==> src/rtl/seven_segment_pkg.sv <==
// Glyph patterns for the active-low seven-segment bus (bit6=a .. bit0=g),
// shared between the capture block and the display decoder.
package seven_segment_pkg;

    localparam logic [6:0] GLYPH_0   = 7'h01;
    localparam logic [6:0] GLYPH_1   = 7'h4F;
    localparam logic [6:0] GLYPH_2   = 7'h12;
    localparam logic [6:0] GLYPH_3   = 7'h06;
    localparam logic [6:0] GLYPH_4   = 7'h4C;
    localparam logic [6:0] GLYPH_5   = 7'h24;
    localparam logic [6:0] GLYPH_6   = 7'h20;
    localparam logic [6:0] GLYPH_7   = 7'h0F;
    localparam logic [6:0] GLYPH_8   = 7'h00;
    localparam logic [6:0] GLYPH_9   = 7'h04;
    localparam logic [6:0] GLYPH_A   = 7'h02;
    localparam logic [6:0] GLYPH_B   = 7'h60;
    localparam logic [6:0] GLYPH_C   = 7'h31;
    localparam logic [6:0] GLYPH_D   = 7'h42;
    localparam logic [6:0] GLYPH_E   = 7'h30;
    localparam logic [6:0] GLYPH_F   = 7'h38;
    localparam logic [6:0] SEG_BLANK = 7'h7F;

    localparam logic [3:0] ANODE_BLANK = 4'hF;

    typedef enum logic {
        ST_COLLECT = 1'b0,
        ST_HOLD    = 1'b1
    } cap_state_e;

endpackage

==> src/rtl/seven_segment_pattern_decode.sv <==
// Combinational pattern-to-nibble lookup; anything not in the glyph set,
// including the all-off pattern, decodes to 0 with the illegal flag raised.
module seven_segment_pattern_decode
    import seven_segment_pkg::*;
(
    input  logic [6:0] pattern_i,
    output logic [3:0] nibble_o,
    output logic       illegal_o
);

    always_comb begin
        nibble_o  = 4'h0;
        illegal_o = 1'b0;
        case (pattern_i)
            GLYPH_0: nibble_o = 4'h0;
            GLYPH_1: nibble_o = 4'h1;
            GLYPH_2: nibble_o = 4'h2;
            GLYPH_3: nibble_o = 4'h3;
            GLYPH_4: nibble_o = 4'h4;
            GLYPH_5: nibble_o = 4'h5;
            GLYPH_6: nibble_o = 4'h6;
            GLYPH_7: nibble_o = 4'h7;
            GLYPH_8: nibble_o = 4'h8;
            GLYPH_9: nibble_o = 4'h9;
            GLYPH_A: nibble_o = 4'hA;
            GLYPH_B: nibble_o = 4'hB;
            GLYPH_C: nibble_o = 4'hC;
            GLYPH_D: nibble_o = 4'hD;
            GLYPH_E: nibble_o = 4'hE;
            GLYPH_F: nibble_o = 4'hF;
            default: illegal_o = 1'b1;
        endcase
    end

endmodule

==> src/rtl/seven_segment_capture.sv <==
// Captures a multiplexed 4-digit seven-segment display into a 16-bit frame,
// accepting each digit once its bus pattern has been stable long enough.
module seven_segment_capture
    import seven_segment_pkg::*;
#(
    parameter int STABLE_CYCLES = 16
) (
    input  logic        i_clk,
    input  logic        i_rst,
    input  logic [6:0]  i_segments,
    input  logic [3:0]  i_anodes,
    input  logic        i_ready,
    output logic [15:0] o_value,
    output logic [3:0]  o_error,
    output logic        o_valid,
    output logic        o_overrun
);

    localparam logic [7:0] CNT_MAX = 8'(STABLE_CYCLES - 1);
    localparam logic [7:0] CNT_PRE = 8'(STABLE_CYCLES - 2);

    logic [6:0]  seg_q;
    logic [3:0]  an_q;
    logic [10:0] prev_q;
    logic [7:0]  cnt_q, cnt_d;
    logic        same, accept, frame_done;
    logic [3:0]  nibble;
    logic        illegal;
    logic [15:0] pend_val_q, pend_val_d;
    logic [3:0]  pend_err_q, pend_err_d;
    logic [3:0]  seen_q, seen_d;
    cap_state_e  state_q;
    logic [15:0] value_q;
    logic [3:0]  error_q;
    logic        overrun_q;

    seven_segment_pattern_decode u_decode (
        .pattern_i (seg_q),
        .nibble_o  (nibble),
        .illegal_o (illegal)
    );

    always_ff @(posedge i_clk or posedge i_rst) begin
        if (i_rst) begin
            seg_q  <= SEG_BLANK;
            an_q   <= ANODE_BLANK;
            prev_q <= {ANODE_BLANK, SEG_BLANK};
            cnt_q  <= '0;
        end else begin
            seg_q  <= i_segments;
            an_q   <= i_anodes;
            prev_q <= {an_q, seg_q};
            cnt_q  <= cnt_d;
        end
    end

    // Acceptance fires only on the step into CNT_MAX, so a saturated run never re-accepts.
    always_comb begin
        same   = ({an_q, seg_q} == prev_q);
        cnt_d  = cnt_q;
        if (!same)
            cnt_d = '0;
        else if (cnt_q != CNT_MAX)
            cnt_d = cnt_q + 8'd1;
        accept = same && (cnt_q == CNT_PRE) && $onehot(~an_q);

        pend_val_d = pend_val_q;
        pend_err_d = pend_err_q;
        seen_d     = seen_q;
        if (accept) begin
            for (int k = 0; k < 4; k++) begin
                if (!an_q[k]) begin
                    pend_val_d[4*k +: 4] = nibble;
                    pend_err_d[k]        = illegal;
                    seen_d[k]            = 1'b1;
                end
            end
        end
        frame_done = accept && (seen_d == 4'hF);
    end

    always_ff @(posedge i_clk or posedge i_rst) begin
        if (i_rst) begin
            state_q    <= ST_COLLECT;
            value_q    <= '0;
            error_q    <= '0;
            overrun_q  <= 1'b0;
            pend_val_q <= '0;
            pend_err_q <= '0;
            seen_q     <= '0;
        end else begin
            overrun_q  <= 1'b0;
            pend_val_q <= pend_val_d;
            if (frame_done) begin
                seen_q     <= '0;
                pend_err_q <= '0;
            end else begin
                seen_q     <= seen_d;
                pend_err_q <= pend_err_d;
            end
            case (state_q)
                ST_COLLECT: begin
                    if (frame_done) begin
                        value_q <= pend_val_d;
                        error_q <= pend_err_d;
                        state_q <= ST_HOLD;
                    end
                end
                ST_HOLD: begin
                    if (frame_done && i_ready) begin
                        value_q <= pend_val_d;
                        error_q <= pend_err_d;
                    end else if (frame_done) begin
                        overrun_q <= 1'b1;
                    end else if (i_ready) begin
                        state_q <= ST_COLLECT;
                    end
                end
            endcase
        end
    end

    assign o_value   = value_q;
    assign o_error   = error_q;
    assign o_valid   = (state_q == ST_HOLD);
    assign o_overrun = overrun_q;

endmodule

==> config.mk <==
export PLATFORM = sky130hd
export DESIGN_NAME = seven_segment_capture
export DESIGN_NICKNAME = d
export VERILOG_FILES = /design/src/rtl/seven_segment_pkg.sv /design/src/rtl/seven_segment_pattern_decode.sv /design/src/rtl/seven_segment_capture.sv
export SDC_FILE = /design/constraint.sdc
export NUM_CORES = 1
export LEC_CHECK = 0
export BUFFER_PORTS_ARGS = -buffer_cell sky130_fd_sc_hd__clkbuf_2
export CORE_ASPECT_RATIO = 1.25
export CORE_MARGIN = 1
export CORE_UTILIZATION = 62
export CTS_BUF_LIST = sky130_fd_sc_hd__clkbuf_16
export CTS_CLUSTER_SIZE = 40
export DETAILED_ROUTE_END_ITERATION = 8
export HOLD_SLACK_MARGIN = 0.05
export PLACE_DENSITY = 0.81
export SYNTH_ARGS = -nofsm -noshare
export SYNTH_HDL_FRONTEND = slang
export SYNTH_SLANG_ARGS = --single-unit
==> constraint.sdc <==
create_clock -name i_clk -period 5.2 [get_ports i_clk]
set_input_delay 1.04 -clock i_clk [delete_from_list [all_inputs] [get_ports i_clk]]
set_output_delay 1.04 -clock i_clk [all_outputs]
set_load 0.02 [all_outputs]
# After elaboration in Yosys (flattened, before gate mapping)
# Index checks and enable logic that the tools add are counted.
dict set report classes {
  add_sub_neg 4
  reduce_logical 7
  bitwise 2
  n_eq_ne 23
  n_mux 34
}
# cell n
set ops {}
lappend ops {{4-bit one-hot mux with 15 select lines} 1}
lappend ops {{16-bit 2-to-1 mux} 3}
lappend ops {{4-bit 2-to-1 mux} 10}
lappend ops {{7-bit by 6-bit == test with 1-bit output, second input constant} 5}
lappend ops {{16-bit one-hot mux with 2 select lines} 1}
lappend ops {{7-bit == test, second input constant} 4}
lappend ops {{8-bit 2-to-1 mux} 2}
lappend ops {{16-bit OR reduction} 1}
lappend ops {{1-bit 2-to-1 mux} 15}
lappend ops {{7-bit by 3-bit == test with 1-bit output, second input constant} 2}
lappend ops {{11-bit == test} 1}
lappend ops {{8-bit by 1-bit adder with 8-bit output, second input constant} 1}
lappend ops {{8-bit by 4-bit == test with 1-bit output, second input constant} 1}
lappend ops {{8-bit by 4-bit != test with 1-bit output, second input constant} 1}
lappend ops {{4-bit one-hot mux with 2 select lines} 1}
lappend ops {{7-bit by 1-bit == test with 1-bit output, second input constant} 1}
lappend ops {{7-bit by 2-bit == test with 1-bit output, second input constant} 1}
lappend ops {{7-bit by 4-bit == test with 1-bit output, second input constant} 1}
lappend ops {{7-bit by 5-bit == test with 1-bit output, second input constant} 1}
lappend ops {{7-bit zero test} 1}
lappend ops {{1-bit by 1-bit adder with 2-bit output} 2}
lappend ops {{4-bit == test, second input constant} 1}
lappend ops {{1-bit logical AND} 4}
lappend ops {{2-bit by 1-bit != test with 1-bit output, second input constant} 2}
lappend ops {{other kinds (7)} 7}
dict set report word_totals {
  regBits 76
}

# Longest topological paths before layout
# Gate-level depths: netlist of the first run.
dict set report depth {
  word_depth 11
  ltp_mapped 12
  mapped_depth_nobuf 10
}

# Cells and area by module
# A second synthesis of the first run with hierarchy kept.
dict set report hier_totals {
  hier_cells 299
  hier_area_um2 3622.2
}
# module cells_each area_each_um2 n_inst seq_area_each_um2
set by_module_without_submodules {}
lappend by_module_without_submodules {seven_segment_capture 244 3259.4 1 1929.4}
lappend by_module_without_submodules {seven_segment_pattern_decode 55 362.8 1 0.0}

# Worst setup path after synthesis of the first run
# OpenSTA, ideal clock, no wires.
dict set report synth_path {
  path_type {register to register}
  from {reg an_q[1]}
  to {reg value_q[0], in the netlist o_value[0]}
  n_path_buf 2
  path_slack_ps 1889
  setup_time_ps 128
  stages_incl_launch_ff 13
  required_ps 5072
  t_arrival_ps 3184
  cell_sequence {dfstp_2 -> fa_1 -> inv_1 -> ha_1 -> ha_1 -> nor4bb_1 -> nand3_1 -> nor2_2 -> and3b_1 -> buf_2 -> nand2_1 -> buf_2 -> mux2_1}
}
dict set report synth_via {
  elab_chain_len 11
  word_cells_on_any_way 19
  cone_classes {add/sub: 2; eq/ne: 5; mux: 6; bitwise: 1; reduce/logical: 5}
}
# element line
set synth_lines {}
lappend synth_lines {{start: declaration} seven_segment_capture.sv:23} ;# logic [3:0] an_q;
lappend synth_lines {{start signal: assignment} seven_segment_capture.sv:51} ;# an_q <= i_anodes;
lappend synth_lines {{4-bit NOT} seven_segment_capture.sv:65} ;# accept = same && (cnt_q == CNT_PRE) && $onehot(~an_q);
lappend synth_lines {{1-bit by 1-bit adder with 2-bit output (not written as such)} seven_segment_capture.sv:65}
lappend synth_lines {{2-bit by 2-bit adder with 3-bit output (not written as such)} seven_segment_capture.sv:65}
lappend synth_lines {{3-bit by 1-bit == test with 1-bit output} seven_segment_capture.sv:65}
lappend synth_lines {{1-bit logical AND} seven_segment_capture.sv:65}
lappend synth_lines {{4-bit 2-to-1 mux} seven_segment_capture.sv:70} ;# if (accept) begin
lappend synth_lines {{4-bit == test} seven_segment_capture.sv:79} ;# frame_done = accept && (seen_d == 4'hF);
lappend synth_lines {{1-bit logical AND} seven_segment_capture.sv:79}
lappend synth_lines {{1-bit logical AND} seven_segment_capture.sv:110} ;# if (frame_done && i_ready) begin
lappend synth_lines {{2-bit by 1-bit != test with 1-bit output (no source line)} --}
lappend synth_lines {{2-bit AND reduction (no source line)} --}
lappend synth_lines {{end signal: assignment} seven_segment_capture.sv:104} ;# value_q <= pend_val_d;
lappend synth_lines {{end signal: assignment} seven_segment_capture.sv:111} ;# value_q <= pend_val_d;
lappend synth_lines {{end: declaration} seven_segment_capture.sv:33} ;# logic [15:0] value_q;
# Parallel ways exist; a longest one is shown, timed or not. The select of a mux whose other input is x is not followed.
# A chain may end at the register's enable or synchronous reset.

# Worst setup path after layout of the first run
dict set report layout_path {
  from {reg an_q[1]}
  to {reg value_q[12], in the netlist o_value[12]}
}
# The elaborated chain is that of the path after synthesis.

==> impl_metrics.json, run 1 <==
{
  "fin_ws_ns": 1.011,
  "nNetsFinal": 318,
  "ys_types": 50,
  "fp.dieW_um": 67.87,
  "final_cells": 365,
  "power_frac_comb": 0.037,
  "finalSetupTns_ns": 0,
  "swShare": 0.2082,
  "hold_class": "reg -> reg",
  "htreeDepth": 3,
  "p_leak_uw": 0.001886,
  "layout_min_cycle_time_ns": 4.189,
  "grt_use_met1": 0.2904,
  "worst_pin_slew_ns": 0.8711,
  "grt_max_degree": 42,
  "area_growth_syn_to_layout_pct": 13.96,
  "fp.coreArea_um2": 5152,
  "cts_resized": 0,
  "fmax_mhz": 238.7,
  "share_seq_of_total_power": 0.498,
  "drtAntennaViolNets": 0,
  "cts_tree": "yes",
  "antenna_cells": 0,
  "synth_area_um2": 3362,
  "clockBufferDepth": 2,
  "gr-total-overflow": 0,
  "clock_tree.root_cell": "clkbuf_16",
  "cts.hold.buffers_added": 0,
  "yosysTopAreaCellShare": 0.4019,
  "cts_buffers": 9,
  "ys_ff_latch": 76,
  "drt_wl_total_mm": 5.938,
  "grt_setup_unrepaired": "false",
  "ir_worst_vdd_v": 0.0003159,
  "setup_viol": 0,
  "drtIter0Drc": 109,
  "gr-usage-met2": 0.3924,
  "finish.utilization": 0.7436,
  "io_pins": 36,
  "grtUsageMet3": 0.05707,
  "filler_cell_count": 336,
  "cp.arrival_ns": 4.39,
  "p_int_uw": 989.4,
  "synth_nets": 284,
  "avgViaCountPerCell": 5.712,
  "clock_sink_count": 76,
  "drive_gt1_frac": 0.3729,
  "grt_pass1_vias": 2091,
  "drv_cap": 0,
  "grt_pass1_wl_mm": 9.832,
  "slew_headroom": 0.4178,
  "grt_antenna_before_repair": 0,
  "routedWlPerCell_um": 16.27,
  "worstPathMaxFanout": 20,
  "synth-main-ff-cell": "dfrtp_1",
  "port_buffers": 35,
  "cts_setup_buffers": 0,
  "clkPwrFrac": 0.465,
  "gp_congestion": 0.8319,
  "ys_warn_count": 0,
  "grt_busiest_layer": "met2",
  "drv_slew": 0,
  "p_per_area_nw_per_um2": 326.1,
  "yosysTopAreaCell": "dfrtp_1",
  "synth_edf_count": 0,
  "hold_violations": 0,
  "cp-end-kind": "flip-flop",
  "clk_latency_ns": 0.33,
  "firstDrtPassIters": 4,
  "place_inst": 350,
  "criticalPathCategory": "reg -> reg",
  "clock_skew_ns": 0.006445,
  "syn_inst": 265,
  "grt_usage": 0.2391,
  "place_ws_ns": 0.9807,
  "die_h_um": 84.33,
  "switchingPower_uw": 260.1,
  "start_kind": "flip-flop",
  "status": "finished clean",
  "period_share": 0.8057,
  "synthTopCellsByArea": "dfrtp_1 (40%), dfstp_2 (17%), mux2_2 (9.7%), xor2_1 (3.4%), nor2_1 (3.1%)",
  "vias": 2085,
  "avgSynthCellArea_um2": 12.69,
  "dp_hpwl_mm": 4.128,
  "ys_seq_area_frac": 0.5739,
  "dieArea_um2": 5723,
  "synth-async-reset-ratio": 1.000,
  "drcViolationCount": 0,
  "worstPathRequired_ns": 5.40,
  "rows": 29,
  "initial_utilization": 0.6525,
  "cts.clk_slew.worst_paths_ns": 0.05
}
-- cell families after synthesis --
logic type | Yosys count | synth area share
compound gates | 16 | 0.03052
xor+xnor | 16 | 0.04168
fa+ha+maj | 5 | 0.02084
buf+inv | 25 | 0.03498
flops | 76 | 0.5739
mux | 40 | 0.1317
simple gates | 87 | 0.1664
-- power by group through the flow --
| stage | Sequential, µW | Combinational [µW] | Clock [µW] |
|---|---|---|---|
| 2_1_floorplan | 623 | 39.9 | 0 |
| 3_3_place_gp | 631 | 44.8 | 0 |
| 3_5_place_dp | 632 | 46.7 | 0 |
| 4_1_cts | 622 | 47.0 | 594 |
| 5_1_grt | 624 | 52.5 | 617 |
| 6_report | 623 | 45.6 | 581 |
-- path summary, 6_finish.rpt --
check / from / end / slack, ns / depth (start not counted)
worst min-delay path: an_q[3]$_DFF_PP1_ / prev_q[10]$_DFF_PP1_ / 0.41 / 0
min in group asynchronous: i_rst / o_value[3]$_DFFE_PP0P_ / 0.80 / 2
worst max register to register: an_q[1]$_DFF_PP1_ / o_value[12]$_DFFE_PP0P_ / 1.01 / 10
worst min register to register: an_q[3]$_DFF_PP1_ / prev_q[10]$_DFF_PP1_ / 0.41 / 0
worst max-delay path: an_q[1]$_DFF_PP1_ / o_value[12]$_DFFE_PP0P_ / 1.01 / 10
max in group asynchronous: i_rst / prev_q[10]$_DFF_PP1_ / 3.41 / 3
-- cells in the mapped netlist, types with 2 or more instances --
library cell and count:
and3_1 2, and3b_1 3, buf_2 4, buf_4 3
clkbuf_1 5, dfrtp_1 54, dfstp_2 22, ha_1 4
inv_1 12, mux2_1 5, mux2_2 29, mux2i_1 6
nand2_1 9, nand2b_1 2, nand3_1 10, nand4_1 2
nand4b_1 3, nor2_1 28, nor3_1 5, nor4_1 2
nor4_2 2, nor4_4 3, nor4b_1 2, o21ai_0 6
o22ai_1 3, xnor2_1 3, xor2_1 13
-- flip-flops by register name, summed over array words and instances (netlist names) --
name	flops
seg_q	7
an_q	4
o_valid	1
o_value	16
pend_val_q	16
prev_q	11
pend_err_q	4
seen_q	4
cnt_q	8
o_overrun	1
o_error	4
-- critical path, stage by stage, from the launching register on --
cell	delay, ns
dfstp_2	0.61
fa_1	0.43
inv_1	0.07
ha_1	0.14
ha_1	0.22
nor4bb_1	0.47
nand3_1	0.37
nor2_2	0.25
and3b_1	0.37
nand2_1	0.58
mux2_1	0.53
-- layout make-up --
type	instances	area, µm²	area share
flip-flops and latches	76	1929	0.5036
multi-input cells	164	1315	0.3432
clock buffers	9	225.2	0.05879
repair buffers	36	182.7	0.04768
well taps	62	77.57	0.02025
clock inverters	6	56.30	0.01470
inverters	12	45.04	0.01176
-- per-layer routing --
layer	routed length, µm	vias to the layer above
met5	0	-
met4	134	0
met3	196	14
met2	3179	44
met1	2428	1040
li1	-	987
-- per-stage QoR --
stage / hold WS, ns / power [µW] / cell area (µm²)
floorplan: 0.3533 / 663.3 / 3362
global placement: 0.3882 / 676.2 / 3550
detailed placement: 0.3975 / 678.7 / 3550
CTS: 0.4061 / 1263 / 3831
global route: 0.4138 / 1293 / 3831
finish: 0.4084 / 1249 / 3831
-- cells in the final DEF, fill, tap and decap left out, types with 4 or more instances in the layout --
master | netlist | layout
dfrtp_1 | 54 | 54
clkbuf_2 | 0 | 35
mux2_2 | 29 | 29
nor2_1 | 28 | 28
dfstp_2 | 22 | 22
xor2_1 | 13 | 13
inv_1 | 12 | 11
nand3_1 | 10 | 10
nand2_1 | 9 | 9
clkbuf_16 | 0 | 9
o21ai_0 | 6 | 6
mux2i_1 | 6 | 6
nor3_1 | 5 | 5
mux2_1 | 5 | 5
ha_1 | 4 | 4
No activity file was read; power rests on OpenSTA's default activity.
==> inputs of run 2 (changes only) <==
--- a/config.mk
+++ b/config.mk
@@ -5,15 +5,16 @@
 export SDC_FILE = /design/constraint.sdc
 export NUM_CORES = 1
 export LEC_CHECK = 0
+export ABC_AREA = 1
 export BUFFER_PORTS_ARGS = -buffer_cell sky130_fd_sc_hd__clkbuf_2
 export CORE_ASPECT_RATIO = 1.25
 export CORE_MARGIN = 1
-export CORE_UTILIZATION = 62
+export CORE_UTILIZATION = 58
 export CTS_BUF_LIST = sky130_fd_sc_hd__clkbuf_16
 export CTS_CLUSTER_SIZE = 40
 export DETAILED_ROUTE_END_ITERATION = 8
 export HOLD_SLACK_MARGIN = 0.05
-export PLACE_DENSITY = 0.81
+export PLACE_DENSITY = 0.76
 export SYNTH_ARGS = -nofsm -noshare
 export SYNTH_HDL_FRONTEND = slang
 export SYNTH_SLANG_ARGS = --single-unit
==> constraint.sdc (replaced) <==
create_clock -name i_clk -period 4.08 [get_ports i_clk]
set_input_delay 0.816 -clock i_clk [delete_from_list [all_inputs] [get_ports i_clk]]
set_output_delay 0.816 -clock i_clk [all_outputs]
set_load 0.02 [all_outputs]
==> run 2 against run 1 <==
  * The run now ends with DRC left
  * Power grew 36%
  * Clock power grew 45%
  * Combinational power grew 42%
  * Wire length grew 11%
  * Die area grew 10%
  * Clock-buffer cell count is the same
  * Sequential power grew 26%
  * Maximum frequency grew 28%
  * Synthesized area grew 3.4%
  * Core utilization shrank 4.7 points
  * Non-clock buffer count grew 2
  * Via count grew 28%
  * Critical endpoint is now o_value[1]$_DFFE_PP0P_
==> impl_metrics.json, run 2 <==
{
  "status": "complete, but fails checks",
  "violations": "DRC",
  "criticalPathCategory": "reg -> reg",
  "layout_min_cycle_time_ns": 3.263,
  "slew_headroom": 0.4909,
  "ys_warn_count": 0,
  "avgViaCountPerCell": 5.284,
  "cts.hold.buffers_added": 0,
  "drv_cap": 0,
  "clock_tree.root_cell": "clkbuf_16",
  "yosysTopAreaCellShare": 0.3888,
  "drtIter0Drc": 160,
  "p_leak_uw": 0.002191,
  "dieArea_um2": 6308,
  "drive_gt1_frac": 0.2313,
  "grt_usage": 0.2385,
  "yosysTopAreaCell": "dfrtp_1",
  "synthTopCellsByArea": "dfrtp_1 (39%), dfstp_2 (17%), nand2_1 (15%), nand4_1 (4.5%), nor2_1 (3.9%)",
  "hold_violations": 0,
  "hold_class": "reg -> reg",
  "gp_congestion": 0.8709,
  "initial_utilization": 0.6014,
  "fp.coreArea_um2": 5779,
  "p_per_area_nw_per_um2": 420.5,
  "final_common_cell": "nand2_1",
  "clock_sink_count": 76,
  "grt_pass1_wl_mm": 11.34,
  "crit_chain": "fa_1 -> inv_1 -> ha_1 -> ha_1 -> nor2_1 -> nand4_1 -> nor2_4 -> nand4_4 -> nand2_1 -> nand3_2 -> nand2_1 -> nand2_1",
  "cts_tree": "yes",
  "crit_top_cell": "nand2_1",
  "synth_nets": 414,
  "syn_inst": 395,
  "worst_pin_slew_ns": 0.7618,
  "period_share": 0.7997,
  "drt_wl_total_mm": 6.578,
  "final_cell_mix": "nand2_1 (138), dfrtp_1 (54), nor2_1 (36)",
  "grt_setup_unrepaired": "false",
  "finalSetupTns_ns": 0,
  "fin_ws_ns": 0.8171,
  "ys_types": 30,
  "worstPathMaxFanout": 20,
  "cp_slowest_cell": "dfstp_2",
  "grt_max_degree": 49,
  "drtAntennaViolNets": 0,
  "port_buffers": 35,
  "grt_antenna_before_repair": 0,
  "ir_worst_vdd_v": 0.0003207,
  "grt_pass1_vias": 2577,
  "drcViolationCount": 4,
  "firstDrtPassIters": 7,
  "clock_skew_ns": 0.01007,
  "dpl-instance-area_um2": 3701,
  "min_from": "an_q[2]$_DFF_PP1_",
  "synth-async-reset-ratio": 1.000,
  "gr-usage-met2": 0.4139,
  "cp-startpoint": "an_q[1]$_DFF_PP1_",
  "worstPathRequired_ns": 4.30,
  "vias": 2679,
  "clk_latency_ns": 0.33,
  "dp_hpwl_mm": 4.646,
  "grtUsageMet3": 0.05809,
  "rows": 31,
  "gr-total-overflow": 0,
  "filler_cell_count": 437,
  "synthTopCellsByCount": "nand2_1 (138), dfrtp_1 (54), nor2_1 (36)",
  "io_pins": 36,
  "nNetsFinal": 455,
  "avgSynthCellArea_um2": 8.800,
  "clockBufferDepth": 2,
  "synth_edf_count": 0,
  "grt_busiest_layer": "met2",
  "fmax_mhz": 306.5,
  "die_h_um": 88.55,
  "htreeDepth": 3,
  "start_kind": "flip-flop",
  "synth-main-ff-cell": "dfrtp_1",
  "cts_resized": 0,
  "reg2reg_from": "an_q[1]$_DFF_PP1_",
  "synth_area_um2": 3476,
  "cp.arrival_ns": 3.48,
  "area_growth_syn_to_layout_pct": 15.84,
  "routedWlPerCell_um": 12.97,
  "cts.clk_slew.worst_paths_ns": 0.06,
  "cts_buffers": 9,
  "fp.dieW_um": 71.24,
  "fin_area_um2": 4026,
  "place_ws_ns": 0.8397,
  "grt_use_met1": 0.2765,
  "setup_viol": 0,
  "ys_ff_latch": 76,
  "max_stage_delay_ns": 0.57,
  "cts_setup_buffers": 0,
  "cp-end-kind": "flip-flop",
  "antenna_cells": 0,
  "yosys.cell_count.top_type": "nand2_1",
  "ys_seq_area_frac": 0.5551,
  "drv_slew": 0
}
[run 2: changes by cell type after synthesis, sizes merged, moves of 4 or more]
| cell | change |
|---|---|
| xor2 | -13 |
| mux2 | -34 |
| o21ai | +8 |
| nand2 | +134 |
| nand4 | +26 |
| inv | +34 |
| nor2 | +11 |
| mux2i | -6 |
| a21oi | +4 |
| nor4 | -5 |
[run 2: report_power, final]
| part | leakage (µW) | internal [µW] | switching (µW) | total [µW] |
|---|---|---|---|---|
| clock | 0.000160 | 539 | 303 | 842 |
| combinational | 0.00105 | 20.5 | 44.2 | 64.7 |
| sequential | 0.000986 | 774 | 11.8 | 786 |
| total | 0.00219 | 1330 | 359 | 1690 |
[run 2: kinds of logic after synthesis]
logic type	synth area share
DFF	0.5551
xor gates and xnor gates	0.01260
AOI/OAI and AO/OA	0.03959
and+or+nand+nor	0.3038
adders and majority gates	0.02016
buffers and inverters	0.06875
[run 2: worst paths after layout]
| path | depth (start not counted) | slack [ns] | end |
|---|---|---|---|
| setup / recovery | 12 | 0.82 | o_value[1]$_DFFE_PP0P_ |
| hold / removal | 0 | 0.38 | prev_q[9]$_DFF_PP1_ |
| setup reg to reg | 12 | 0.82 | o_value[1]$_DFFE_PP0P_ |
| hold reg to reg | 0 | 0.38 | prev_q[9]$_DFF_PP1_ |
| max in group asynchronous | 3 | 2.55 | o_error[1]$_DFFE_PP0P_ |
| min in group asynchronous | 2 | 0.54 | o_valid$_DFF_PP0_ |
[run 2: layout make-up]
class / count / area [µm²] / area share
clock inverters: 7 / 100.1 / 0.02486
multi-input cells: 262 / 1308 / 0.3247
repair buffers: 38 / 197.7 / 0.04910
inverters: 49 / 183.9 / 0.04568
clock buffers: 9 / 225.2 / 0.05594
well taps: 66 / 82.58 / 0.02051
flip-flops and latches: 76 / 1929 / 0.4792
[run 2: routing by layer]
layer / share of wire / vias up / wire length, µm
li1: - / 1336 / -
met1: 0.42 / 1257 / 2757
met2: 0.52 / 72 / 3441
met3: 0.039 / 14 / 256
met4: 0.019 / 0 / 123
met5: 0 / - / 0
[run 2: stage by stage]
stage / util / instances / hold WS, ns / total power [µW]
2_1_floorplan: - / 395 / 0.3668 / 843.7
3_3_place_gp: 0.6404 / 491 / 0.3718 / 862.6
3_5_place_dp: 0.6404 / 491 / 0.3736 / 865.1
4_1_cts: 0.6967 / 507 / 0.3759 / 1711
5_1_grt: 0.6967 / 507 / 0.3797 / 1751
6_report: 0.6967 / 507 / 0.3756 / 1693
[run 2: critical path, delay by kind of cell (launching register included)]
kind	cells	cell delay, ns
AND/OR/NAND/NOR	8	1.73
adder cells (fa/ha/maj)	3	0.78
buffers and inverters	1	0.06
flip-flops	1	0.57
